--- config.mk ---
export PLATFORM = sky130hd
export DESIGN_NAME = signal_framer
export DESIGN_NICKNAME = d
export VERILOG_FILES = /design/src/rtl/signal_framer.sv
export SDC_FILE = /design/constraint.sdc
export NUM_CORES = 1
export LEC_CHECK = 0
export BUFFER_PORTS_ARGS = -buffer_cell sky130_fd_sc_hd__buf_2
export CAP_MARGIN = 15
export CELL_PAD_IN_SITES_DETAIL_PLACEMENT = 2
export CELL_PAD_IN_SITES_GLOBAL_PLACEMENT = 2
export CORE_ASPECT_RATIO = 0.75
export CORE_MARGIN = 2
export CORE_UTILIZATION = 45
export CTS_CLUSTER_DIAMETER = 80
export DETAILED_ROUTE_END_ITERATION = 16
export PLACE_DENSITY_LB_ADDON = 0.1
export SKIP_CTS_REPAIR_TIMING = 1
export SLEW_MARGIN = 20
export SYNTH_ARGS = -nofsm -noshare
export SYNTH_HDL_FRONTEND = slang
export SYNTH_SLANG_ARGS = --single-unit
--- constraint.sdc ---
create_clock -name clk -period 4.5 [get_ports clk]
set_input_delay 0.225 -clock clk [delete_from_list [all_inputs] [get_ports clk]]
set_output_delay 0.225 -clock clk [all_outputs]
set_load 0.01 [all_outputs]
--- src/rtl/signal_framer.sv ---
// signal_framer: packs a never-stalling sample stream into FRAME_LEN-sample frames, admitting whole frames
// into a first-word-fall-through FIFO. Define FRAMER_FRAME_CNT_EN to add frame_cnt/drop_cnt statistics ports.
module signal_framer #(
    parameter int DATAWIDTH  = 32,
    parameter int FRAME_LEN  = 16,
    parameter int FIFO_DEPTH = 32,
    localparam int CNTW      = $clog2(FIFO_DEPTH) + 1
) (
    input  logic                 clk,
    input  logic                 rst,
    input  logic [DATAWIDTH-1:0] in_data,
    input  logic                 in_valid,
    output logic [DATAWIDTH-1:0] out_data,
    output logic                 out_valid,
    input  logic                 out_ready,
    output logic                 out_sof,
    output logic                 out_eof,
    output logic [CNTW-1:0]      fifo_count,
    output logic                 overflow,
    input  logic                 clr_ovf
`ifdef FRAMER_FRAME_CNT_EN
    ,
    output logic [15:0]          frame_cnt,
    output logic [15:0]          drop_cnt
`endif
);

    localparam int AW   = $clog2(FIFO_DEPTH);
    localparam int IDXW = $clog2(FRAME_LEN);
    localparam int EW   = DATAWIDTH + 2;

    typedef enum logic {
        S_ACCEPT = 1'b0,
        S_DROP   = 1'b1
    } state_t;

    state_t              r_state;
    state_t              w_state_next;
    logic [IDXW-1:0]     r_idx;
    logic [AW-1:0]       r_wr_ptr;
    logic [AW-1:0]       r_rd_ptr;
    logic [CNTW-1:0]     r_count;
    logic                r_overflow;
    logic [EW-1:0]       r_mem [FIFO_DEPTH];

    logic                w_frame_start;
    logic                w_frame_last;
    logic                w_fits;
    logic [CNTW-1:0]     w_free;
    logic                w_push;
    logic                w_pop;
    logic                w_drop;
    logic [EW-1:0]       w_head;

    assign w_frame_start = (r_idx == '0);
    assign w_frame_last  = (r_idx == IDXW'(FRAME_LEN - 1));
    // Free space is judged on pre-edge occupancy; a pop in the same cycle earns no credit.
    assign w_free        = CNTW'(FIFO_DEPTH) - r_count;
    assign w_fits        = (w_free >= CNTW'(FRAME_LEN));
    assign w_pop         = (r_count != '0) && out_ready;

    // State register
    always_ff @(posedge clk or posedge rst) begin
        if (rst) begin
            r_state <= S_ACCEPT;
        end else begin
            r_state <= w_state_next;
        end
    end

    // Next-state: the admission decision is only taken on the first sample of a frame
    always_comb begin
        w_state_next = r_state;
        if (in_valid && w_frame_start) begin
            w_state_next = w_fits ? S_ACCEPT : S_DROP;
        end
    end

    // Outputs: the first sample of a frame already follows the fresh decision
    always_comb begin
        w_push = 1'b0;
        w_drop = 1'b0;
        if (in_valid) begin
            w_push = (w_state_next == S_ACCEPT);
            w_drop = w_frame_start && (w_state_next == S_DROP);
        end
    end

    always_ff @(posedge clk or posedge rst) begin
        if (rst) begin
            r_idx      <= '0;
            r_wr_ptr   <= '0;
            r_rd_ptr   <= '0;
            r_count    <= '0;
            r_overflow <= 1'b0;
        end else begin
            if (in_valid) begin
                r_idx <= w_frame_last ? '0 : r_idx + 1'b1;
            end
            if (w_push) begin
                r_wr_ptr <= r_wr_ptr + 1'b1;
            end
            if (w_pop) begin
                r_rd_ptr <= r_rd_ptr + 1'b1;
            end
            case ({w_push, w_pop})
                2'b10:   r_count <= r_count + CNTW'(1);
                2'b01:   r_count <= r_count - CNTW'(1);
                default: r_count <= r_count;
            endcase
            if (w_drop) begin
                r_overflow <= 1'b1;
            end else if (clr_ovf) begin
                r_overflow <= 1'b0;
            end
        end
    end

    // Storage carries no reset so it maps onto plain RAM; emptiness masks stale contents.
    always_ff @(posedge clk) begin
        if (w_push) begin
            r_mem[r_wr_ptr] <= {w_frame_start, w_frame_last, in_data};
        end
    end

    assign w_head     = r_mem[r_rd_ptr];
    assign out_valid  = (r_count != '0);
    assign out_data   = out_valid ? w_head[DATAWIDTH-1:0] : '0;
    assign out_sof    = out_valid & w_head[EW-1];
    assign out_eof    = out_valid & w_head[EW-2];
    assign fifo_count = r_count;
    assign overflow   = r_overflow;

`ifdef FRAMER_FRAME_CNT_EN
    logic [15:0] r_frame_cnt;
    logic [15:0] r_drop_cnt;

    always_ff @(posedge clk or posedge rst) begin
        if (rst) begin
            r_frame_cnt <= '0;
            r_drop_cnt  <= '0;
        end else begin
            if (w_pop && w_head[EW-2]) begin
                r_frame_cnt <= r_frame_cnt + 16'd1;
            end
            if (w_drop) begin
                r_drop_cnt <= r_drop_cnt + 16'd1;
            end
        end
    end

    assign frame_cnt = r_frame_cnt;
    assign drop_cnt  = r_drop_cnt;
`endif

    // Whole-frame admission means an accepted write can never meet a full FIFO.
    assert property (@(posedge clk) disable iff (rst)
        !(w_push && (r_count == CNTW'(FIFO_DEPTH))));

endmodule

Word-level counts from Yosys, hierarchy flattened. Memories as Yosys holds them, arrays and structs flattened. Index checks and enable logic that the tools add are counted.

Register bits: 22. Bits in writable memories: 1088. Input port bits: 37. Output and inout bits: 42. Memories kept: 1.

$add $sub $neg: 6. Order comparisons: 1. Eq/ne operators: 3. Muxes and demuxes: 11. Bitwise logic cells: 3. Reductions and logical operators: 7.

Memory list: r_mem (depth 32, width 34, rd ports 1, clocked after Yosys merged registers in 0, wr ports 1, line 44) `logic [EW-1:0] r_mem [FIFO_DEPTH];`.

Operators with widths (count): 32-bit 2-to-1 mux (1); 6-bit one-hot mux with 2 select lines (1); 5-bit by 1-bit adder with 5-bit output (second input constant) (2); 1-bit 2-to-1 mux (8); 6-bit by 1-bit adder with 6-bit output (second input constant) (1); 6-bit by 5-bit >= comparator with 1-bit output (second input constant) (1); 6-bit nonzero test (1); 6-bit by 1-bit subtractor with 6-bit output (second input constant) (1); 6-bit subtractor (first input constant) (1); 4-bit by 1-bit adder with 4-bit output (second input constant) (1); 4-bit == test (second input constant) (1); 4-bit logical NOT (1); 4-bit 2-to-1 mux (1); 2-bit nonzero test (2); 1-bit logical AND (3); 1-bit AND (2); 2-bit by 1-bit == test with 1-bit output (second input constant) (1); 2-bit == test (second input constant) (1); 1-bit inverter (1).

Longest topological paths before layout. Gate-level depths: netlist (run 1).

Word-level depth: 8. Depth in mapped cells: 16.

Worst setup path after synthesis (run 1). No wires, ideal clock.

Path type: register to register. Start: reg r_idx[0]. End: mem r_mem[29][0] (netlist name), enable pin. Setup time: 425 ps. Arrival: 4265 ps. Required time: 4075 ps. Path slack: -190 ps. Cell stages (with the launch flop): 9. Clock period less this slack: 4690 ps. Cell sequence: dfrtp_1 > inv_1 > ha_1 > nor3b_1 > nand2b_1 > and3_1 > buf_4 > nand2_1 > nor2_1.

Longest elaborated chain between the ends: 7.

Ends and longest elaborated chain: start: declaration (line 39) `logic [IDXW-1:0] r_idx;`; start signal: assignment (line 98) `r_idx <= w_frame_last ? '0 : r_idx + 1'b1;`; 4-bit logical NOT (line 55) `assign w_frame_start = (r_idx == '0);`; via w_frame_start (line 46) `logic w_frame_start;`; 1-bit logical AND (line 74) `if (in_valid && w_frame_start) begin`; 1-bit 2-to-1 mux (line 74); 1-bit inverter (line 84) `w_push = (w_state_next == S_ACCEPT);`; 1-bit 2-to-1 mux (line 83) `if (in_valid) begin`; 1-bit 2-to-1 mux (line 121) `if (w_push) begin`; 1-bit 2-to-1 mux (implied by the code) (line 122) `r_mem[r_wr_ptr] <= {w_frame_start, w_frame_last, in_data};`; end: declaration (line 44).

The timed path passes the listed nets, and every way through them passes these cells.

Final worst setup path (run 1).
Start: reg r_rd_ptr[0]. End: out out_data[25].

Longest elaborated chain between the ends: 2.

Ends and longest elaborated chain: start: declaration (line 41) `logic [AW-1:0] r_rd_ptr;`; start signal: assignment (line 104) `r_rd_ptr <= r_rd_ptr + 1'b1;`; memory read 32 x 34 bit; 32-bit 2-to-1 mux (line 128) `assign out_data = out_valid ? w_head[DATAWIDTH-1:0] : '0;`; end: declaration (line 13) `output logic [DATAWIDTH-1:0] out_data,`.

No other way between the ends.

==> metrics.txt, run 1 <==
area of the multi-input gates between 0.009 and 0.01 mm2; total power 32.1 mW; post-synth cell types 49; HP Class in2reg; Die W roughly 360 um; first-pass GRT wire length approximately 190000 um; Ys Warns 0; # port buffers 78; clock root buffer clkbuf_16; Final #Nets around 2300; final instance area between 0.04 and 0.05 mm2; top layer in use met4; layout cells sized above 1 26.5%; cell count after placement 3328; WP data required ~4.3 ns; Max Fclk 0.234 GHz; fin util 52.5%; Mapped Avg Cell Area between 20 and 25 um2; Final setup viols 0; Post-Syn Area 0.0427 mm2; Clock H-tree levels 3; status completed; die area between 0.09 and 0.1 mm2; CTS Sinks between 1000 and 1500; vias per cell about 6.3; period utilization a little over nine tenths; CP Max Fanout 26; GRT overflow 0; #FFs+latches synth between 1000 and 1500; Layout fillers roughly 8000; initial drt markers approximately 2500; RSZ-0062 raised after global routing false; min Tclk post-route roughly 4.3 ns; Worst setup EP type primary output; Ports 79; Initial Util 45.6%; vias in the first global route between 20000 and 25000; largest net degree at the start of global routing between 50 and 60; Post-synth top flop edfxtp_1; post-route ant nets 0; Fin Hold WS a little under 0.1 ns; Worst Skew roughly 0.026 ns; Placer Congestion 0.793; clk_lat worst skew 0.72 ns; CTS clock-pin slew for the worst setup and hold paths roughly 0.060 ns; Post-synth EDFFs around 1100; Met2 Wirelength about 65000 um; Startpoint Class flop; Leakage Power approximately 16 nW; Layout Cells excl Fill between 3000 and 4000; Pre-Repair DR Iteration Count 5; flip-flop and latch area approximately 0.033 mm2; initial antenna violation count 7; final hold vios 0; syn_nets 2063; Row Count 97; CP arrival a little over 4 ns; Power per Cell Area about 650 mW/mm2; Die Y 271 um; Critical Setup Path Class reg2out; max_cap viols 0; max-slew violation count 0; dpl hpwl 78700 um; ys async rst share under 10%; Worst slew margin between 30% and 40%; met1 WL between 50000 and 60000 um; Slew @ Worst Pin roughly 1.0 ns; Vias approximately 22000; CORE AREA between 0.09 and 0.1 mm2; CTS buffer count 110; post-place instance area roughly 0.046 mm2; Post-route DRC 0; worst vdd ir 0.386 mV; CTS tree yes; WL per Instance about 38 um; Total GRT Usage between 20% and 30%; Seq/Total Area, Yosys between 70% and 80%; final wirelength around 140000 um; clock buffer depth 3; met3 wire length 7720 um; Synth-to-Final Area Change 15.1%; Mapped Cells 2016
## registers in the layout, summed over array words and instances (netlist names)
signal      count
fifo_count      6
overflow        1
r_idx           4
r_mem        1088
r_rd_ptr        5
r_state         1
r_wr_ptr        5
## path summary, 6_finish.rpt
check	startpoint	endpoint	slack, ns	cells past startpoint
worst max-delay path	r_rd_ptr[0]$_DFFE_PP0P_	out_data[25]	0.22	7
worst min-delay path	in_data[1]	r_mem[2][1]$_DFFE_PP_	0.1	1
worst max register to register	fifo_count[1]$_DFFE_PP0P_	r_mem[28][6]$_DFFE_PP_	0.64	6
worst min register to register	r_state$_DFF_PP0_	r_state$_DFF_PP0_	0.48	2
max in group asynchronous	rst	r_rd_ptr[4]$_DFFE_PP0P_	3.47	3
min in group asynchronous	rst	fifo_count[1]$_DFFE_PP0P_	0.30	3
## synthesized netlist by cell type (11+ instances only)
cell type     n  area [um2]
nor3_1       17        85.1
o2111ai_1    12         105
mux4_2      188        4230
a22o_1       34         298
xnor2_1      11        96.3
clkbuf_1     61         229
nor2_1       45         169
o21ai_0      14        70.1
a211oi_1     30         225
a21oi_1      28         140
buf_2        31         155
mux2i_1     170        1700
nand2_1      29         109
buf_4        19         143
edfxtp_1   1088       32700
a2111oi_0    28         245
a22oi_1      34         255
o221ai_1     24         210
mux2_2       17         191
o22ai_1      28         175
dfrtp_1      22         551
## cell usage in the layout (no fill, tap or decap), types with 29 or more instances in the layout
cell type / n
a211oi_1: 30
a22o_1: 34
a22oi_1: 34
buf_2: 78
buf_4: 92
clkbuf_16: 113
edfxtp_1: 1088
mux2i_1: 170
mux4_2: 188
nand2_1: 29
nor2_4: 33
## final cells by class
| cell class | count | share of cell area, % |
|---|---|---|
| Multi-Input combinational cell | 772 | 18.6 |
| Inverter | 11 | 0.0840 |
| Clock inverter | 60 | 1.05 |
| Sequential cell | 1110 | 67.6 |
| Antenna cell | 2 | 0.0102 |
| Clock buffer | 141 | 6.09 |
| Tap cell | 1237 | 3.15 |
| Timing Repair Buffer | 201 | 3.40 |
## where the power goes
group	switching, mW	internal [mW]
clock	4.07	5.19
sequential	0.803	12.0
combinational	6.02	3.96
## cell families (layout without fill, tap and decap cells)
kind of cell    Yosys count  count (layout)  share of synthesized area [%]
buf+inv                 134             413                           1.51
xor+xnor                 17              17                          0.348
simple gates            120             120                           1.33
fa+ha+maj                10              10                          0.293
other cells               0               2                              0
flops                  1110            1110                           77.8
mux                     376             376                           14.4
compound gates          249             249                           4.40
## metal layers
metal	GRT usage, %	vias to the layer above
met2	45.2	866
met3	3.61	169
li1	-	8871
met5	0	-
met1	41.1	12512
met4	6.03	0
## worst max-delay path, stage by stage (launching register included)
cell	delay, ns
dfrtp_4	0.82
buf_12	0.35
buf_4	0.37
mux2i_1	0.25
o221ai_1	0.19
a21oi_1	0.80
a211oi_1	0.29
buf_2	0.23
## through the flow
| stage | TNS (ns) | worst slack, ns |
|---|---|---|
| CTS | 0 | 0.187 |
| floorplan | -193.20 | -0.190 |
| global placement | 0 | 0.955 |
| detailed placement | 0 | 0.726 |
| finish | 0 | 0.219 |
| global route | 0 | 0.0634 |
Power figures use the tool's default switching activity.
==> run 2: changes to the inputs <==
--- a/config.mk
+++ b/config.mk
@@ -11,7 +11,8 @@
 export CELL_PAD_IN_SITES_GLOBAL_PLACEMENT = 2
 export CORE_ASPECT_RATIO = 0.75
 export CORE_MARGIN = 2
-export CORE_UTILIZATION = 45
+export CORE_UTILIZATION = 47
+export CTS_BUF_LIST = sky130_fd_sc_hd__clkbuf_4
 export CTS_CLUSTER_DIAMETER = 80
 export DETAILED_ROUTE_END_ITERATION = 16
 export PLACE_DENSITY_LB_ADDON = 0.1
==> metrics.txt, run 2 (same netlist as run 1, synthesis figures left out) <==
cell count after placement 3291 (-1.1%); CP arrival 4.17 ns (+0.11 ns); die area 0.0934 mm2 (-4.2%); WP data required 4.28 ns (about the same); final instance area 0.0492 mm2 (+0.15%); max-slew violation count 0 (unchanged); period utilization 97.7% (+2.5 points); CP max-delay cell a2111oi_0; post-route ant nets 0 (unchanged); final wirelength 142000 um (+4.9%); Synth-to-Final Area Change 15.2%; Worst slew margin 27.7% (-2.4 points); Initial Util 47.5% (+1.9 points); dpl hpwl 80100 um (+1.8%); r2r setup slk 0.85 ns (+0.21 ns); Slew @ Worst Pin 1.09 ns (+0.0381 ns); worst setup path startpoint r_rd_ptr[0]$_DFFE_PP0P_; layout cells sized above 1 33.7% (+7.1 points); CORE AREA 0.0899 mm2 (-4.1%); CTS tree yes; final hold vios 0 (unchanged); Startpoint Class flop; Place WS 0.865 ns (+0.140 ns); Pre-Repair DR Iteration Count 5 (unchanged); HP Class in2reg; GRT overflow 0 (unchanged); Total GRT Usage 30.4% (+2.4 points); Final #Nets 2477 (+9.9%); CTS clock-pin slew for the worst setup and hold paths 0.08 ns (+0.02 ns); clk_lat worst skew 1.20 ns (+0.48 ns); Biggest register r_mem; Ports 79 (unchanged); R2R depth 6 (unchanged); total power 31.5 mW (-1.9%); worst vdd ir 0.308 mV (-20%); Critical Path Sink out_data[28]; Layout fillers 7686 (-3.7%); initial drt markers 2574 (+3.7%); Die Y 265 um (-2.1%); crit path cell chain buf_12 > buf_4 > mux4_2 > a2111oi_0 > nor3_1 > buf_2; Worst setup EP type primary output; Final setup viols 0 (unchanged); most frequent cells in the layout edfxtp_1, clkbuf_4, mux4_2; Critical Setup Path Class reg2out; largest net degree at the start of global routing 78 (+34%); max_cap viols 0 (unchanged); Layout Cells excl Fill 3806 (+7.7%); # port buffers 78 (unchanged); most common cell after layout, fill and taps aside edfxtp_1; CTS Sinks 1110 (unchanged); vias in the first global route 25640 (+6.2%); worst setup margin 0.105 ns (-0.113 ns); Clock H-tree levels 5 (+2); Leakage Power 16.4 nW (+2.5%); Largest register FFs 1088 (unchanged); Vias 24039 (+7.2%); Row Count 95 (-2.1%); clock root buffer clkbuf_4; min Tclk post-route 4.39 ns (+0.113 ns); CTS buffer count 293 (+170%); vias per cell 6.32 (-0.43%); initial antenna violation count 12 (+5); WL per Instance 37.3 um (-2.6%); Die W 352 um (-2.1%); post-route setup TNS 0 ns (unchanged); first-pass GRT wire length 199000 um (+3.9%); post-place instance area 0.0454 mm2 (-0.57%); Max Fclk 0.228 GHz (-2.6%); status completed; worst r2r dst r_mem[7][1]$_DFFE_PP_; Critical Path Max Stage Delay 0.73 ns (-0.09 ns); Placer Congestion 0.786 (-0.87%); Worst Skew 0.116 ns (+0.0895 ns); Post-route DRC 0 (unchanged); Power per Cell Area 639 mW/mm2 (-2.0%); Reg-to-Reg Start fifo_count[0]$_DFFE_PP0P_; CP Max Fanout 29 (+12%); clock buffer depth 4 (+1)
==> run 2: worst min-delay path by stage <==
stage	startpoint	to	slack, ns	cells past startpoint
after floorplan	rst	fifo_count[0]$_DFFE_PP0P_	0.21	1
after detailed placement	rst	fifo_count[2]$_DFFE_PP0P_	0.35	2
after global routing	in_data[14]	r_mem[2][14]$_DFFE_PP_	0.13	2
after global placement	clr_ovf	overflow$_DFFE_PP0P_	0.45	2
final	in_data[14]	r_mem[9][14]$_DFFE_PP_	0.20	2
after CTS	rst	r_wr_ptr[4]$_DFFE_PP0P_	-1.02	2
==> run 2: layout make-up <==
class	instances	area, um2	share of cell area (%)
sequential	1110	33200	67.5
clock buffer	406	3050	6.19
tap	1212	1520	3.08
clock inverter	50	218	0.442
antenna	3	7.51	0.0152
multi-input combinational	773	9180	18.6
inverter	11	41.3	0.0839
timing repair buffer	241	1990	4.05
==> run 2: report_power, final <==
group	total, mW	leakage [nW]	switching (mW)	internal [mW]
registers	12.6	10.1	0.575	12.0
logic	10.3	4.36	6.39	3.93
clock network	8.54	1.97	4.37	4.17
==> run 2: layer usage <==
metal | track usage [%] | wire (um) | vias up
met5 | 0 | 28 | -
met4 | 11.7 | 3360 | 4
met2 | 47.2 | 68300 | 1290
li1 | - | - | 9430
met3 | 6.18 | 11100 | 273
met1 | 42.7 | 59200 | 13042
==> run 2: critical path, delay by kind of cell (launching register included) <==
family / cells / cell delay, ns
AO/OA/AOI/OAI: 1 / 0.73
multiplexers: 1 / 0.56
flip-flops: 1 / 0.60
buffers and inverters: 3 / 0.83
AND/OR/NAND/NOR: 1 / 0.24
==> run 2: per-stage QoR <==
| step | hold WS [ns] | utilization, % |
|---|---|---|
| 2_1_floorplan | 0.214 | - |
| 3_3_place_gp | 0.451 | 50.5 |
| 3_5_place_dp | 0.353 | 50.5 |
| 4_1_cts | -1.02 | 54.1 |
| 5_1_grt | 0.131 | 54.8 |
| 6_report | 0.201 | 54.8 |
